File: config.mk
export PLATFORM = sky130hd
export DESIGN_NAME = syncfifo_flags
export DESIGN_NICKNAME = d
export VERILOG_FILES = /design/src/rtl/fifo_pkg.sv /design/src/rtl/fifo_wrap_ptr.sv /design/src/rtl/syncfifo_flags.sv
export SDC_FILE = /design/constraint.sdc
export NUM_CORES = 1
export LEC_CHECK = 0
export CORE_MARGIN = 4
export CORE_UTILIZATION = 25
export DETAILED_ROUTE_END_ITERATION = 12
export GPL_ROUTABILITY_DRIVEN = 1
export PLACE_DENSITY = 0.52
export RECOVER_POWER = 25
export SYNTH_ARGS = -nofsm -noshare
export SYNTH_HDL_FRONTEND = slang
export SYNTH_SLANG_ARGS = --single-unit
export TNS_END_PERCENT = 100
File: constraint.sdc
create_clock -name clk -period 10.1 [get_ports clk]
set_clock_uncertainty 0.05 [all_clocks]
set_input_delay 2.02 -clock clk [delete_from_list [all_inputs] [get_ports clk]]
set_output_delay 2.02 -clock clk [all_outputs]
set_load 0.05 [all_outputs]
File: src/rtl/fifo_pkg.sv
// ============================================================================
// Module      : fifo_pkg
// Description : Shared pointer-width helper and status-bit ordering for FIFOs.
// Revision    : 1.0 - initial release
// ============================================================================
`default_nettype none

package fifo_pkg;

    // Pointer width for a given depth; never narrower than one bit.
    function automatic int awid_of(input int depth);
        return (depth > 1) ? $clog2(depth) : 1;
    endfunction

    // Status vector order {udf_sticky, ovf_sticky, almost_empty, almost_full, empty, full}
    localparam int STAT_FULL   = 0;
    localparam int STAT_EMPTY  = 1;
    localparam int STAT_AFULL  = 2;
    localparam int STAT_AEMPTY = 3;
    localparam int STAT_OVF    = 4;
    localparam int STAT_UDF    = 5;
    localparam int STAT_W      = 6;

endpackage

`default_nettype wire

File: src/rtl/fifo_wrap_ptr.sv
// ============================================================================
// Module      : fifo_wrap_ptr
// Description : Pointer register with increment enable and modulo-DEPTH wrap.
// Revision    : 1.0 - initial release
// ============================================================================
`default_nettype none

module fifo_wrap_ptr
    import fifo_pkg::*;
#(
    parameter int DEPTH = 8,
    parameter int AW    = awid_of(DEPTH)
) (
    input  logic          clk,
    input  logic          rst_n,
    input  logic          i_clr,
    input  logic          i_inc,
    output logic [AW-1:0] o_ptr
);

    localparam logic [AW-1:0] c_LAST = AW'(DEPTH - 1);
    localparam logic [AW-1:0] c_INC  = AW'(1);

    logic [AW-1:0] r_ptr;

    // Explicit wrap so non-power-of-2 depths never index past the array
    always_ff @(posedge clk or negedge rst_n) begin
        if (!rst_n) begin
            r_ptr <= '0;
        end else if (i_clr) begin
            r_ptr <= '0;
        end else if (i_inc) begin
            r_ptr <= (r_ptr == c_LAST) ? '0 : r_ptr + c_INC;
        end
    end

    assign o_ptr = r_ptr;

endmodule

`default_nettype wire

File: src/rtl/syncfifo_flags.sv
// ============================================================================
// Module      : syncfifo_flags
// Description : Single-clock FWFT FIFO with almost flags, sticky errors and
//               optional registered output.
// Revision    : 1.0 - initial release
// ============================================================================
`default_nettype none

module syncfifo_flags
    import fifo_pkg::*;
#(
    parameter int WID    = 32,
    parameter int DEPTH  = 8,
    parameter int REGOUT = 0,
    parameter int AWID   = awid_of(DEPTH)
) (
    input  logic            clk,
    input  logic            rst_n,
    input  logic            softreset,
    input  logic            validin,
    input  logic [WID-1:0]  datain,
    output logic            full,
    input  logic            readout,
    output logic [WID-1:0]  dataout,
    output logic            empty,
    output logic [AWID:0]   count,
    input  logic [AWID:0]   afull_thr,
    input  logic [AWID:0]   aempty_thr,
    output logic            almost_full,
    output logic            almost_empty,
    output logic            overflow,
    output logic            underflow,
    output logic            ovf_sticky,
    output logic            udf_sticky,
    input  logic            clear_err
);

    // With a registered head, one entry lives outside the RAM
    localparam int c_RAMD = ((REGOUT != 0) && (DEPTH > 1)) ? DEPTH - 1 : DEPTH;
    localparam int c_PW   = awid_of(c_RAMD);

    localparam logic [AWID:0] c_FULLCNT = (AWID + 1)'(DEPTH);
    localparam logic [AWID:0] c_ONE     = (AWID + 1)'(1);
    localparam logic [AWID:0] c_TWO     = (AWID + 1)'(2);

    logic [WID-1:0]  r_mem [c_RAMD];
    logic [AWID:0]   r_count;
    logic            r_ovf_sticky;
    logic            r_udf_sticky;
    logic [c_PW-1:0] w_wptr;
    logic [c_PW-1:0] w_rptr;
    logic            w_wr;
    logic            w_rd;
    logic            w_ram_wr;
    logic            w_ram_rd;
    logic            w_clr;

    assign full  = (r_count == c_FULLCNT);
    assign empty = (r_count == '0);
    assign w_wr  = validin && !full;
    assign w_rd  = readout && !empty;
    assign w_clr = clear_err || softreset;

    fifo_wrap_ptr #(.DEPTH(c_RAMD), .AW(c_PW)) u_wptr (
        .clk   (clk),
        .rst_n (rst_n),
        .i_clr (softreset),
        .i_inc (w_ram_wr),
        .o_ptr (w_wptr)
    );

    fifo_wrap_ptr #(.DEPTH(c_RAMD), .AW(c_PW)) u_rptr (
        .clk   (clk),
        .rst_n (rst_n),
        .i_clr (softreset),
        .i_inc (w_ram_rd),
        .o_ptr (w_rptr)
    );

    always_ff @(posedge clk) begin
        if (w_ram_wr) begin
            r_mem[w_wptr] <= datain;
        end
    end

    generate
        if (REGOUT != 0) begin : g_regout
            logic [WID-1:0] r_head;
            logic           w_head_ld;

            // Bypass the RAM when the written word becomes the new head
            assign w_head_ld = w_wr && ((r_count == '0) || ((r_count == c_ONE) && w_rd));
            assign w_ram_wr  = w_wr && !w_head_ld;
            assign w_ram_rd  = w_rd && (r_count >= c_TWO);

            always_ff @(posedge clk or negedge rst_n) begin
                if (!rst_n) begin
                    r_head <= '0;
                end else if (softreset) begin
                    r_head <= '0;
                end else if (w_head_ld) begin
                    r_head <= datain;
                end else if (w_ram_rd) begin
                    r_head <= r_mem[w_rptr];
                end
            end

            assign dataout = r_head;
        end else begin : g_comb
            assign w_ram_wr = w_wr;
            assign w_ram_rd = w_rd;
            assign dataout  = r_mem[w_rptr];
        end
    endgenerate

    always_ff @(posedge clk or negedge rst_n) begin
        if (!rst_n) begin
            r_count <= '0;
        end else if (softreset) begin
            r_count <= '0;
        end else begin
            case ({w_wr, w_rd})
                2'b10:   r_count <= r_count + c_ONE;
                2'b01:   r_count <= r_count - c_ONE;
                default: r_count <= r_count;
            endcase
        end
    end

    // A clear in the same cycle as a fresh error wins
    always_ff @(posedge clk or negedge rst_n) begin
        if (!rst_n) begin
            r_ovf_sticky <= 1'b0;
            r_udf_sticky <= 1'b0;
        end else if (w_clr) begin
            r_ovf_sticky <= 1'b0;
            r_udf_sticky <= 1'b0;
        end else begin
            r_ovf_sticky <= r_ovf_sticky || overflow;
            r_udf_sticky <= r_udf_sticky || underflow;
        end
    end

    assign count        = r_count;
    assign almost_full  = (r_count >= afull_thr);
    assign almost_empty = (r_count <= aempty_thr);
    assign overflow     = validin && full;
    assign underflow    = readout && empty;
    assign ovf_sticky   = r_ovf_sticky;
    assign udf_sticky   = r_udf_sticky;

    a_cfg_depth: assert property (@(posedge clk) disable iff (!rst_n) (DEPTH >= 2))
        else $error("syncfifo_flags: DEPTH must be at least 2");

endmodule

`default_nettype wire

==> metrics.txt <==
buffer and inverter count on the worst path=3; Die W=roughly 210 um; clock tree buffer depth=3; synthesized-area fraction occupied by and/or/nand/nor cells=2.12%; net count after synthesis=550; first-pass GRT wire length=34500 um; die height=214 um; via count of the routed design=5096; per-cell routed wire length=19.5 um; register cell area after layout=8000 um2; final standard cell utilization of the core=~31%; number of design rule violations left after detail routing=0; dominant delay contributor by cell family on the critical path=buffers and inverters; stage delay of the slowest cell on the critical path=830 ps; Leak=~4.1 nW; Int Pwr=2.29 mW; CP Cell Sequence=clkdlybuf4s50_1 -> inv_1 -> ha_1 -> nor2b_1 -> o21a_1 -> o21a_1 -> o21ai_0 -> clkdlybuf4s50_1; layer with the highest usage=met2; switching component of the power=roughly 1.1 mW; final layout net count=656; Avg Synthesized Cell Area=21.7 um2; WS Path Type=in -> out; unrepaired setup endpoints after global routing=false; Inserted Clock Buffers=30; Setup crit end kind=output pin; maximum vdd ir drop=roughly 0.00018 V; leading post-synthesis cells by instance count=256 x sky130_fd_sc_hd__edfxtp_1, 64 x sky130_fd_sc_hd__mux4_2, 33 x sky130_fd_sc_hd__mux2_2; maximum number of pins on one net before global-route repair=67; Antenna diodes=0; most frequently used cell type in the post-synthesis netlist=sky130_fd_sc_hd__edfxtp_1; final period utilization=between 60 and 70%; EDFF count, synth=~260; Max-cap violations=0; count of mapped cells out of synthesis=491; met2 track demand over resource=16.2%; GRT Overall Usage=roughly 9.8%; endpoint arrival time on the critical path=4220 ps; number of I/O pins=90; worst relative slew slack=around 30%; count of hold-fix buffers inserted at cts=0; top fanout value on the critical path=2; register bit count reported by yosys=approximately 270; placed wire-length estimate after detailed placement=12100 um; Async SR Flop Fraction=4.48%; count of synthesis-stage warnings from yosys=0; Placer Congestion=0.642; clock share of power=30.7%; root buf cell=sky130_fd_sc_hd__clkbuf_16; Placement Setup Slack=3820 ps; count of input and output buffers=89; adder and majority cell fraction of the synthesized area=1.53%; number of fill cells in the layout=4064; post-CTS setup-driven buffer insertion count=0; GR Util met1=about an eighth; number of pins with negative max-slew slack in the final report=0; Max Clock Freq=about 160 MHz; minimum clock period after layout=6290 ps; Post-Route WL=22700 um; CTS clock-pin slew for the worst setup and hold paths=60 ps; post-DR vias/cell=4.39; number of antenna violations at the first check in global routing=4; total number of clock tree sinks=268; parity-gate share of the synthesized area counting xor and xnor cells=0.165%; mux share of post-synthesis cell area=roughly 17%; CTS tree=yes; H-tree level count=1; total of cells resized after clock tree synthesis=0; detailed-routing iteration count for the pre-antenna-repair pass=4; most frequently used flop master after synthesis=sky130_fd_sc_hd__edfxtp_1; master of the slowest instance on the critical path=sky130_fd_sc_hd__clkdlybuf4s50_1; power per unit of standard cell area=254 nW/um2; fraction of power consumed by sequential logic=41.3%; source-to-sink clock delay at the later pin of the worst-skew pair=560 ps; synthesized area=roughly 11000 um2; total negative slack for setup checks=0 ps; combinational group share of total power=28.0%; switching part of the total power=31.5%; Area contributors post-synth=sky130_fd_sc_hd__edfxtp_1 72%, sky130_fd_sc_hd__mux4_2 14%, sky130_fd_sc_hd__mux2_2 3.5%, sky130_fd_sc_hd__dfrtp_1 2.8%, sky130_fd_sc_hd__ha_1 1.5%; number of global-route vias before repair=5470; Die ar.=45900 um2; antenna viol nets, final=0; final setup violation count=0; Worst setup SP type=primary input; Starting Density=25.3%; actual transition at the worst max-transition pin=1060 ps; area of combinational cells with multiple inputs=2540 um2; synthesis-to-layout area growth=23.6%; overflow left after global routing=0; result of the run=finished clean; portion of the post-synthesis area used by sequential elements=75.1%; post-synth top area share=a little over 70%; Hold Violations, Final=0; core outline area=42000 um2; combinational family with the most area after synthesis=multiplexers; initial DRC count=~210; count of distinct cell types in the synthesized netlist=41; number of cell rows=75; minimum setup slack in the final design=3810 ps; class of the worst hold path=reg -> reg; synthesized-area fraction occupied by ao, oa, aoi and oai cells=2.27%; met3 routing resource usage after global routing=2.81%; library cell with the largest summed area after synthesis=sky130_fd_sc_hd__edfxtp_1; data required time at the worst endpoint=~8000 ps; share of layout cells above drive strength 1=26.6%
-- layout make-up --
class                   count  share of cell area, %
flip-flops and latches    268                   60.8
inverters                   9                  0.257
clock inverters            21                   1.27
clock buffers              35                   5.85
multi-input cells         189                   19.3
repair buffers             99                   7.35
well taps                 539                   5.13
-- kinds of logic (layout without fill, tap and decap cells) --
group           count (synthesis)  after routing
xor+xnor                        2              2
mux                            99             99
flops                         268            268
simple gates                   44             44
buf+inv                        34            164
fa+ha+maj                      13             13
compound gates                 31             31
-- layer usage --
layer  vias to the layer above  wire length (um)
met5                         -                55
met4                         8               346
met3                        32              1230
met2                       106             11100
met1                      2693              9960
li1                       2257                 -
-- power by group through the flow --
stage / Clock, mW / Sequential, mW / Combinational [mW]
after floorplan: 0 / 1.35 / 0.717
after global placement: 0 / 1.41 / 0.953
after detailed placement: 0 / 1.41 / 0.954
after CTS: 1.06 / 1.39 / 0.958
after global routing: 1.11 / 1.39 / 0.999
final: 1.02 / 1.38 / 0.935
-- registers in the layout (all words and copies together), names as in the netlist --
signal	cells
r_mem	256
count	4
u_rptr.o_ptr	3
u_wptr.o_ptr	3
ovf_sticky	1
udf_sticky	1
-- worst register-to-register path, stage by stage (launching register included) --
cell and delay, ps:
sky130_fd_sc_hd__dfrtp_1 710, sky130_fd_sc_hd__or4b_1 330, sky130_fd_sc_hd__nand2_1 110, sky130_fd_sc_hd__or2_2 410, sky130_fd_sc_hd__nor3_2 120, sky130_fd_sc_hd__buf_4 520
-- per-stage QoR --
step	hold slack, ps	total power, mW	instance area, um2	instances
final	440	3.34	13100	1160
after global routing	460	3.51	13100	1160
after CTS	449	3.40	13100	1160
after detailed placement	433	2.36	12200	1104
after global placement	441	2.36	12200	1104
after floorplan	484	2.07	10600	491
-- worst paths after layout --
path	start	endpoint	slack (ps)	cells after the start
worst max-delay path	aempty_thr[1]	almost_empty	3810	8
worst min-delay path	ovf_sticky	ovf_sticky	440	1
worst max register to register	count[1]	r_mem[0][15]	7440	5
worst min register to register	ovf_sticky	ovf_sticky	440	1
max in group asynchronous	rst_n	u_rptr.o_ptr[0]	7730	1
min in group asynchronous	rst_n	count[0]	1800	1
-- placed cells by master (no fill, tap or decap), drive strengths merged, types with 2 or more instances in the layout --
master / n
edfxtp: 256
clkdlybuf4s50: 70
mux4: 64
clkbuf: 35
mux2: 33
dlygate4sd3: 19
clkinv: 17
ha: 13
dfrtp: 12
nand2: 10
a21oi: 10
buf: 10
inv: 10
nor2: 10
o21ai: 6
nand3: 5
nor3: 5
o21a: 4
nand2b: 3
a21o: 3
or4b: 2
nand4: 2
xor2: 2
bufinv: 2
o41ai: 2
and2: 2
mux2i: 2
Note: power is estimated with default switching activity, not from simulation.
